## src/rtl/rom_req_arbiter.sv

```systemverilog
// Round-robin arbiter that serialises level-held ROM client reads onto one SDRAM read port
// and routes each returned word back to the requesting client as a one-cycle valid pulse.
module rom_req_arbiter #(
  parameter int CHANNELS   = 4,
  parameter int ADDR_WIDTH = 23,
  parameter int DATA_WIDTH = 16
) (
  input  logic                           clk,
  input  logic                           reset,
  input  logic [CHANNELS-1:0]            cl_req,
  input  logic [CHANNELS*ADDR_WIDTH-1:0] cl_addr,
  output logic [CHANNELS-1:0]            cl_valid,
  output logic [DATA_WIDTH-1:0]          cl_data,
  output logic                           sdram_req,
  output logic [ADDR_WIDTH-1:0]          sdram_addr,
  input  logic [DATA_WIDTH-1:0]          sdram_data,
  input  logic                           sdram_valid,
  output logic                           busy
);

  localparam int PTR_W = $clog2(CHANNELS);

  typedef logic [PTR_W-1:0] ptr_t;
  typedef enum logic {ST_IDLE, ST_WAIT} state_t;

  state_t                state, state_nx;
  ptr_t                  ptr, ptr_nx;
  ptr_t                  gnt, gnt_nx;
  logic [CHANNELS-1:0]   blk, blk_nx;
  logic                  sdram_req_nx;
  logic [ADDR_WIDTH-1:0] sdram_addr_nx;
  logic [CHANNELS-1:0]   cl_valid_nx;
  logic [DATA_WIDTH-1:0] cl_data_nx;
  logic                  busy_nx;

  logic [ADDR_WIDTH-1:0] addr_arr [CHANNELS];
  logic [CHANNELS-1:0]   eligible;
  logic                  found;
  ptr_t                  pick;
  logic [PTR_W:0]        cand;

  for (genvar i = 0; i < CHANNELS; i++) begin : g_addr
    assign addr_arr[i] = cl_addr[i*ADDR_WIDTH +: ADDR_WIDTH];
  end

  // Search starts at ptr and wraps by explicit compare so non-power-of-two CHANNELS work.
  always_comb begin
    eligible = cl_req & ~blk;
    found    = 1'b0;
    pick     = '0;
    cand     = '0;
    for (int k = 0; k < CHANNELS; k++) begin
      cand = {1'b0, ptr} + (PTR_W+1)'(k);
      if (cand >= (PTR_W+1)'(CHANNELS)) cand = cand - (PTR_W+1)'(CHANNELS);
      if (!found && eligible[cand[PTR_W-1:0]]) begin
        found = 1'b1;
        pick  = cand[PTR_W-1:0];
      end
    end
  end

  // NOTE: every signal gets its default before the case so no path leaves one unassigned,
  // which would otherwise infer a latch.
  always_comb begin
    state_nx      = state;
    ptr_nx        = ptr;
    gnt_nx        = gnt;
    blk_nx        = '0;
    sdram_req_nx  = sdram_req;
    sdram_addr_nx = sdram_addr;
    cl_valid_nx   = '0;
    cl_data_nx    = cl_data;
    busy_nx       = busy;
    case (state)
      ST_IDLE: begin
        if (found) begin
          gnt_nx        = pick;
          sdram_addr_nx = addr_arr[pick];
          sdram_req_nx  = 1'b1;
          busy_nx       = 1'b1;
          state_nx      = ST_WAIT;
        end
      end
      ST_WAIT: begin
        if (sdram_valid) begin
          sdram_req_nx     = 1'b0;
          cl_data_nx       = sdram_data;
          cl_valid_nx[gnt] = 1'b1;
          // The finished client still holds req for one cycle; mask it for exactly that cycle.
          blk_nx[gnt]      = 1'b1;
          ptr_nx           = (gnt == ptr_t'(CHANNELS-1)) ? '0 : gnt + ptr_t'(1);
          busy_nx          = 1'b0;
          state_nx         = ST_IDLE;
        end
      end
      default: state_nx = ST_IDLE;
    endcase
  end

  // NOTE: sequential state uses non-blocking assignments so all registers update
  // from the same pre-edge values regardless of statement order.
  always_ff @(posedge clk) begin
    if (reset) begin
      state      <= ST_IDLE;
      ptr        <= '0;
      gnt        <= '0;
      blk        <= '0;
      sdram_req  <= 1'b0;
      sdram_addr <= '0;
      cl_valid   <= '0;
      cl_data    <= '0;
      busy       <= 1'b0;
    end else begin
      state      <= state_nx;
      ptr        <= ptr_nx;
      gnt        <= gnt_nx;
      blk        <= blk_nx;
      sdram_req  <= sdram_req_nx;
      sdram_addr <= sdram_addr_nx;
      cl_valid   <= cl_valid_nx;
      cl_data    <= cl_data_nx;
      busy       <= busy_nx;
    end
  end

endmodule

```

## config.mk

```make
export PLATFORM = sky130hd
export DESIGN_NAME = rom_req_arbiter
export DESIGN_NICKNAME = d
export VERILOG_FILES = /design/src/rtl/rom_req_arbiter.sv
export SDC_FILE = /design/constraint.sdc
export NUM_CORES = 1
export LEC_CHECK = 0
export ABC_AREA = 1
export CAP_MARGIN = 20
export CORE_UTILIZATION = 30
export DETAILED_ROUTE_END_ITERATION = 10
export HOLD_SLACK_MARGIN = 0.03
export PLACE_DENSITY = 0.71
export SETUP_SLACK_MARGIN = 0.02
export SLEW_MARGIN = 20
export SYNTH_ARGS = -nofsm -noshare
export SYNTH_HDL_FRONTEND = slang
export SYNTH_SLANG_ARGS = --single-unit
```

## constraint.sdc

```tcl
create_clock -name clk -period 4.3 [get_ports clk]
set_input_delay 0.645 -clock clk [delete_from_list [all_inputs] [get_ports clk]]
set_output_delay 0.645 -clock clk [all_outputs]
set_load 0.1 [all_outputs]
```

Yosys cells after proc, flatten, opt, wreduce, memory -nomap -nowiden
Cells that the tools add are included.
{ "word_totals": {"ramBits": 0, "elab_cells": 77, "reg_bits": 49, "latchBits": 0, "memories": 0, "rom_bits": 0, "output_inout_bits": 45} }
{ "classes": {"bitwise_logic": 5, "n_reduce_logical": 11, "mux": 32, "order_cmp": 11, "div_mod_pow": 0, "shifts": 0, "eq_ne": 3, "mul": 0, "n_addsub": 8} }
{ "op_table": {"columns": ["cell", "n"], "rows": [
  ["$bmux 23 s2", 1],
  ["$mux 23", 2],
  ["$mux 2", 9],
  ["$lt 2x3->1 const B", 5],
  ["$mux 1", 13],
  ["$ge 3x3->1 const B", 4],
  ["$bmux 1 s2", 4],
  ["$sub 2x1->2 const B", 4],
  ["$add 2x2->3 const B", 2],
  ["$reduce_and 2->1", 3],
  ["$and 4x4->4", 1],
  ["$logic_and 1x1->1", 4],
  ["$ne 2x2->1 const B", 2],
  ["$not 4->4", 1],
  ["$pmux 1 s2", 2],
  ["$add 2x1->3 const B", 1],
  ["$ge 2x3->1 const B", 1],
  ["$logic_not 1->1", 3],
  ["$not 2->3", 1],
  ["$reduce_or 3->1", 1],
  ["$add 2x1->2 const B", 1],
  ["$demux 1 s2", 1],
  ["$eq 2x2->1 const B", 1],
  ["$ge 2x1->1 const B", 1],
  ["$not 1->1", 2]
]} }

Depth between registers and ports, before layout
{ "logic_depth": {"word_depth": 18, "mapped_depth": 17, "ltp_nobuf": 14} }

Least setup slack after synthesis
Ideal clock, no wire load.
{ "synth_timing": {"path_kind": "register to register", "startpoint": "register blk[2]", "endpoint": "register sdram_addr[0]", "stages_incl_launch_ff": 12, "path_slack_ns": 1.946, "t_arrival_ns": 2.238, "t_required_ns": 4.184, "cell_sequence": "dfxtp_1 inv_1 nand3_1 nand3_2 nand2_2 and2_4 nand4_1 nand2_4 nand2_4 buf_6 nor3b_2 nor2_1"} }
{ "synth_via": {"elab_chain_len": 18, "word_cells_on_any_way": 29, "cone_classes": "19 x mux; 3 x bitwise; 7 x reduce/logical"} }
{ "synth_lines": {"columns": ["element", "line", "source"], "rows": [
  ["start, declared", "29", "logic [CHANNELS-1:0] blk, blk_nx;"],
  ["start signal, assigned", "117", "blk <= blk_nx;"],
  ["$not 4->4 *", "48", "eligible = cl_req & ~blk;"],
  ["$and 4x4->4 *", "48", null],
  ["$bmux 1 s2", "55", "if (!found && eligible[cand[PTR_W-1:0]]) begin"],
  ["$mux 1 (implied by the code)", "55", null],
  ["$mux 1", "55", null],
  ["$logic_not 1->1", "55", null],
  ["$logic_and 1x1->1", "55", null],
  ["$mux 1", "55", null],
  ["$logic_not 1->1", "55", null],
  ["$logic_and 1x1->1", "55", null],
  ["$mux 1", "55", null],
  ["$logic_not 1->1", "55", null],
  ["$logic_and 1x1->1", "55", null],
  ["$mux 2", "55", null],
  ["$not 2->3 (implied by the code)", "78", "sdram_addr_nx = addr_arr[pick];"],
  ["$bmux 23 s2", "78", null],
  ["$mux 23 (implied by the code) (2 in a row)", "78", null],
  ["end signal, assigned", "119", "sdram_addr <= sdram_addr_nx;"],
  ["end, declared", "15", "output logic [ADDR_WIDTH-1:0] sdram_addr,"]
]} }
Every way passes the cells marked *; elsewhere a longest branch is shown, timed or not. The select of a mux whose other input is x is not followed.
A chain may end at the register's enable or synchronous reset.

Final worst setup path
{ "layout_timing": {"startpoint": "input port cl_req[1]", "endpoint": "register sdram_addr[5]"} }
{ "layout_via": {"elab_chain_len": 17, "word_cells_on_any_way": 28, "cone_classes": "19 x mux; 2 x bitwise; 7 x reduce/logical"} }
{ "layout_lines": {"columns": ["element", "line", "source"], "rows": [
  ["start, declared", "10", "input logic [CHANNELS-1:0] cl_req,"],
  ["$and 4x4->4 *", "48", null],
  ["$bmux 1 s2", "55", null],
  ["$mux 1 (implied by the code)", "55", null],
  ["$mux 1", "55", null],
  ["$logic_not 1->1", "55", null],
  ["$logic_and 1x1->1", "55", null],
  ["$mux 1", "55", null],
  ["$logic_not 1->1", "55", null],
  ["$logic_and 1x1->1", "55", null],
  ["$mux 1", "55", null],
  ["$logic_not 1->1", "55", null],
  ["$logic_and 1x1->1", "55", null],
  ["$mux 2", "55", null],
  ["$not 2->3 (implied by the code)", "78", null],
  ["$bmux 23 s2", "78", null],
  ["$mux 23 (implied by the code) (2 in a row)", "78", null]
]} }
Marks and branches as above.

==> impl_metrics.env <==
export IMPL_nFillCells=1017
export IMPL_die_area_um2=10800
export IMPL_final_area_um2=4830
export IMPL_synthTopCellsByArea="dfxtp_1 32%, nand2_1 16%, nand3_1 12%"
export IMPL_worstPathCellList="clkdlybuf4s50_1 > nand3_1 > nand3_1 > nand2_1 > nand3_1 > nand3_1 > nand2_2 > buf_4 > nor2_1 > nor3b_2 > nor2_1"
export IMPL_synthArstFlopShare=0
export IMPL_ir_drop_v=0.000210
export IMPL_antenna_found_initial=0
export IMPL_drt_wirelength_per_cell_um=12.6
export IMPL_fin_nets=753
export IMPL_ys_ff_latch=49
export IMPL_cts_resized=0
export IMPL_reg2reg_from="ptr[0]"
export IMPL_clk_pin_slew_ps=100
export IMPL_crit_fanout=35
export IMPL_synthCells=492
export IMPL_worstReg2RegEnd="sdram_addr[5]"
export IMPL_drv_cap=0
export IMPL_areaGrowthSynthToFinish_pct=55.7
export IMPL_ys_flop_type="dfxtp_1"
export IMPL_end_kind="register"
export IMPL_post_route_min_period_ps=3210
export IMPL_ys_seq_area_frac=0.316
export IMPL_tightest_slew_ps=1020
export IMPL_arrival_ps=3420
export IMPL_rsz0062_at_grt="false"
export IMPL_firstDrtPassIters=4
export IMPL_cp_slowest_cell="nand2_2"
export IMPL_grt_pass1_vias=3510
export IMPL_drive_above_1_share=0.0614
export IMPL_grt_pass1_wl_um=15900
export IMPL_synth_cell_types=28
export IMPL_utilization=0.488
export IMPL_drt_iter0_drc=153
export IMPL_dpl_instance_area_um2=4700
export IMPL_start_kind="input port"
export IMPL_slowest_delay_ps=650
export IMPL_crit_required_ps=4500
export IMPL_cts_buffer_depth=2
export IMPL_p_per_area_nw_per_um2=456
export IMPL_grt_max_degree=42
export IMPL_hold_buffers=0
export IMPL_fin_crit_sh=0.747
export IMPL_drv_slew=0
export IMPL_cp_common_cell="nand3_1"
export IMPL_r2r_setup_slack_ps=1200
export IMPL_numPortBuffers=159
export IMPL_final_cells=768
export IMPL_synth_edf_count=0
export IMPL_drc=0
export IMPL_cts_sinks=49
export IMPL_fin_hold_ws_ps=468
export IMPL_root_buffer="clkbuf_8"
export IMPL_yosys_cell_count_top_type="nand2_1"
export IMPL_critPathTopFamily="simple AND/OR/NAND/NOR gates"
export IMPL_htree_levels=2
export IMPL_pre_cts_ws_ps=827
export IMPL_netlist_top_cells_count="130 x nand2_1, 92 x nor2_1, 73 x nand3_1"
export IMPL_cp_buffers_inverters=2
export IMPL_die_h_um=104
export IMPL_hold_path_cell_count=2
export IMPL_fin_skew_ps=5.91
export IMPL_min_from="cl_data[15]"
export IMPL_cts_tree="done"
export IMPL_fin_ws_ps=1090
export IMPL_yosysWarnings=0
export IMPL_ant_nets=0
export IMPL_maxSlewHeadroom=0.320
export IMPL_setup_viol=0
export IMPL_placed_cells=760
export IMPL_gp_congestion=0.851
export IMPL_numCtsBuffers=5
export IMPL_p_leak_nw=2.17
export IMPL_viasPerCell=4.59
export IMPL_syn_area_per_cell_um2=6.31
export IMPL_min_path_type="reg2reg"
export IMPL_initial_core_util=0.313
export IMPL_num_antenna_cells=0
export IMPL_fp_row_count=36
export IMPL_status="finished clean"
export IMPL_via_count=3524
export IMPL_critical_path_class="in2reg"
export IMPL_clk_latency_ps=300
export IMPL_yosys_area_top_type="dfxtp_1"
export IMPL_power_mw=2.20
export IMPL_reg2regPathDepth=12
export IMPL_io_pins=160
export IMPL_hpwl_um=7250
export IMPL_min_to="cl_data[15]"
export IMPL_drt_wl_total_um=9660
export IMPL_die_w_um=104
export IMPL_synth_top_cell_area_share=0.316
export IMPL_core_area_um2=9910
export IMPL_hold_viol=0
export IMPL_grt_overflow_total=0
export IMPL_post_cts_buffers=0
export IMPL_synth_area_um2=3100
export IMPL_fmax_ghz=0.311
export IMPL_grtUsageTotal=0.176
export IMPL_tns_ps=0
export IMPL_synth_nets=611
==> cell families (layout without fill, tap and decap cells) <==
logic type      count (synthesis)  after routing  share of synthesized area
simple gates                  329            329                      0.495
buf+inv                        87            230                      0.132
flops                          49             49                      0.316
compound gates                 23             23                     0.0407
fa+ha+maj                       4              4                     0.0161
==> cell usage in the layout (no fill, tap or decap), drive strengths merged <==
master and n:
buf 4, a21oi 18, dfxtp 49, o21ai 2, clkdlybuf4s50 158, nand4 3, bufinv 2, ha 4
clkinv 2, inv 59, o32ai 1, clkbuf 5, o22ai 1, and2 1, nor3b 18, nand2 136
nor2 95, a211oi 1, nand3 76
==> power by group <==
group          leakage (nW)  switching, mW  internal (mW)
registers             0.404         0.0446          0.524
logic                  1.70          0.873          0.364
clock network        0.0681          0.168          0.231
total                  2.17           1.09           1.12
==> sequential cells by signal, indices dropped and copies added, names as in the netlist <==
signal and cells:
sdram_addr 23, cl_data 16, blk 4, gnt 2
ptr 2, busy 1, state 1
==> worst register-to-register path: stages, from the launching register on <==
cell	delay, ps
dfxtp_1	570
clkinv_4	150
nand2_1	90
nand2_1	90
nand3_1	100
nand2_2	90
nand3_1	90
nand3_1	350
nand2_2	650
buf_4	420
nor2_1	120
nor3b_2	210
nor2_1	60
==> per-layer routing <==
layer,GRT usage,vias up,wire (um)
met5,0,-,0
met1,0.207,1599,4300
met2,0.328,108,4760
met3,0.0346,7,526
li1,-,1810,-
met4,0.0357,0,68
==> how the worst max path moves through the flow <==
| stage | start | to | depth (start not counted) |
|---|---|---|---|
| 2_1_floorplan | blk[2] | sdram_addr[0] | 11 |
| 5_1_grt | cl_req[0] | sdram_addr[9] | 11 |
| 6_report | cl_req[1] | sdram_addr[5] | 11 |
| 3_5_place_dp | cl_req[0] | sdram_addr[5] | 11 |
| 3_3_place_gp | cl_req[3] | sdram_addr[11] | 11 |
| 4_1_cts | cl_req[1] | sdram_addr[5] | 11 |
==> final cells by class <==
| class | count | area, um2 | area share |
|---|---|---|---|
| Clock buffer | 5 | 68.8 | 0.0142 |
| Clock inverter | 3 | 65.1 | 0.0135 |
| Inverter | 60 | 230 | 0.0476 |
| Multi-Input combinational cell | 356 | 1710 | 0.354 |
| Sequential cell | 49 | 981 | 0.203 |
| Tap cell | 133 | 166 | 0.0344 |
| Timing Repair Buffer | 162 | 1610 | 0.333 |
No activity file was read; power rests on OpenSTA's default activity.
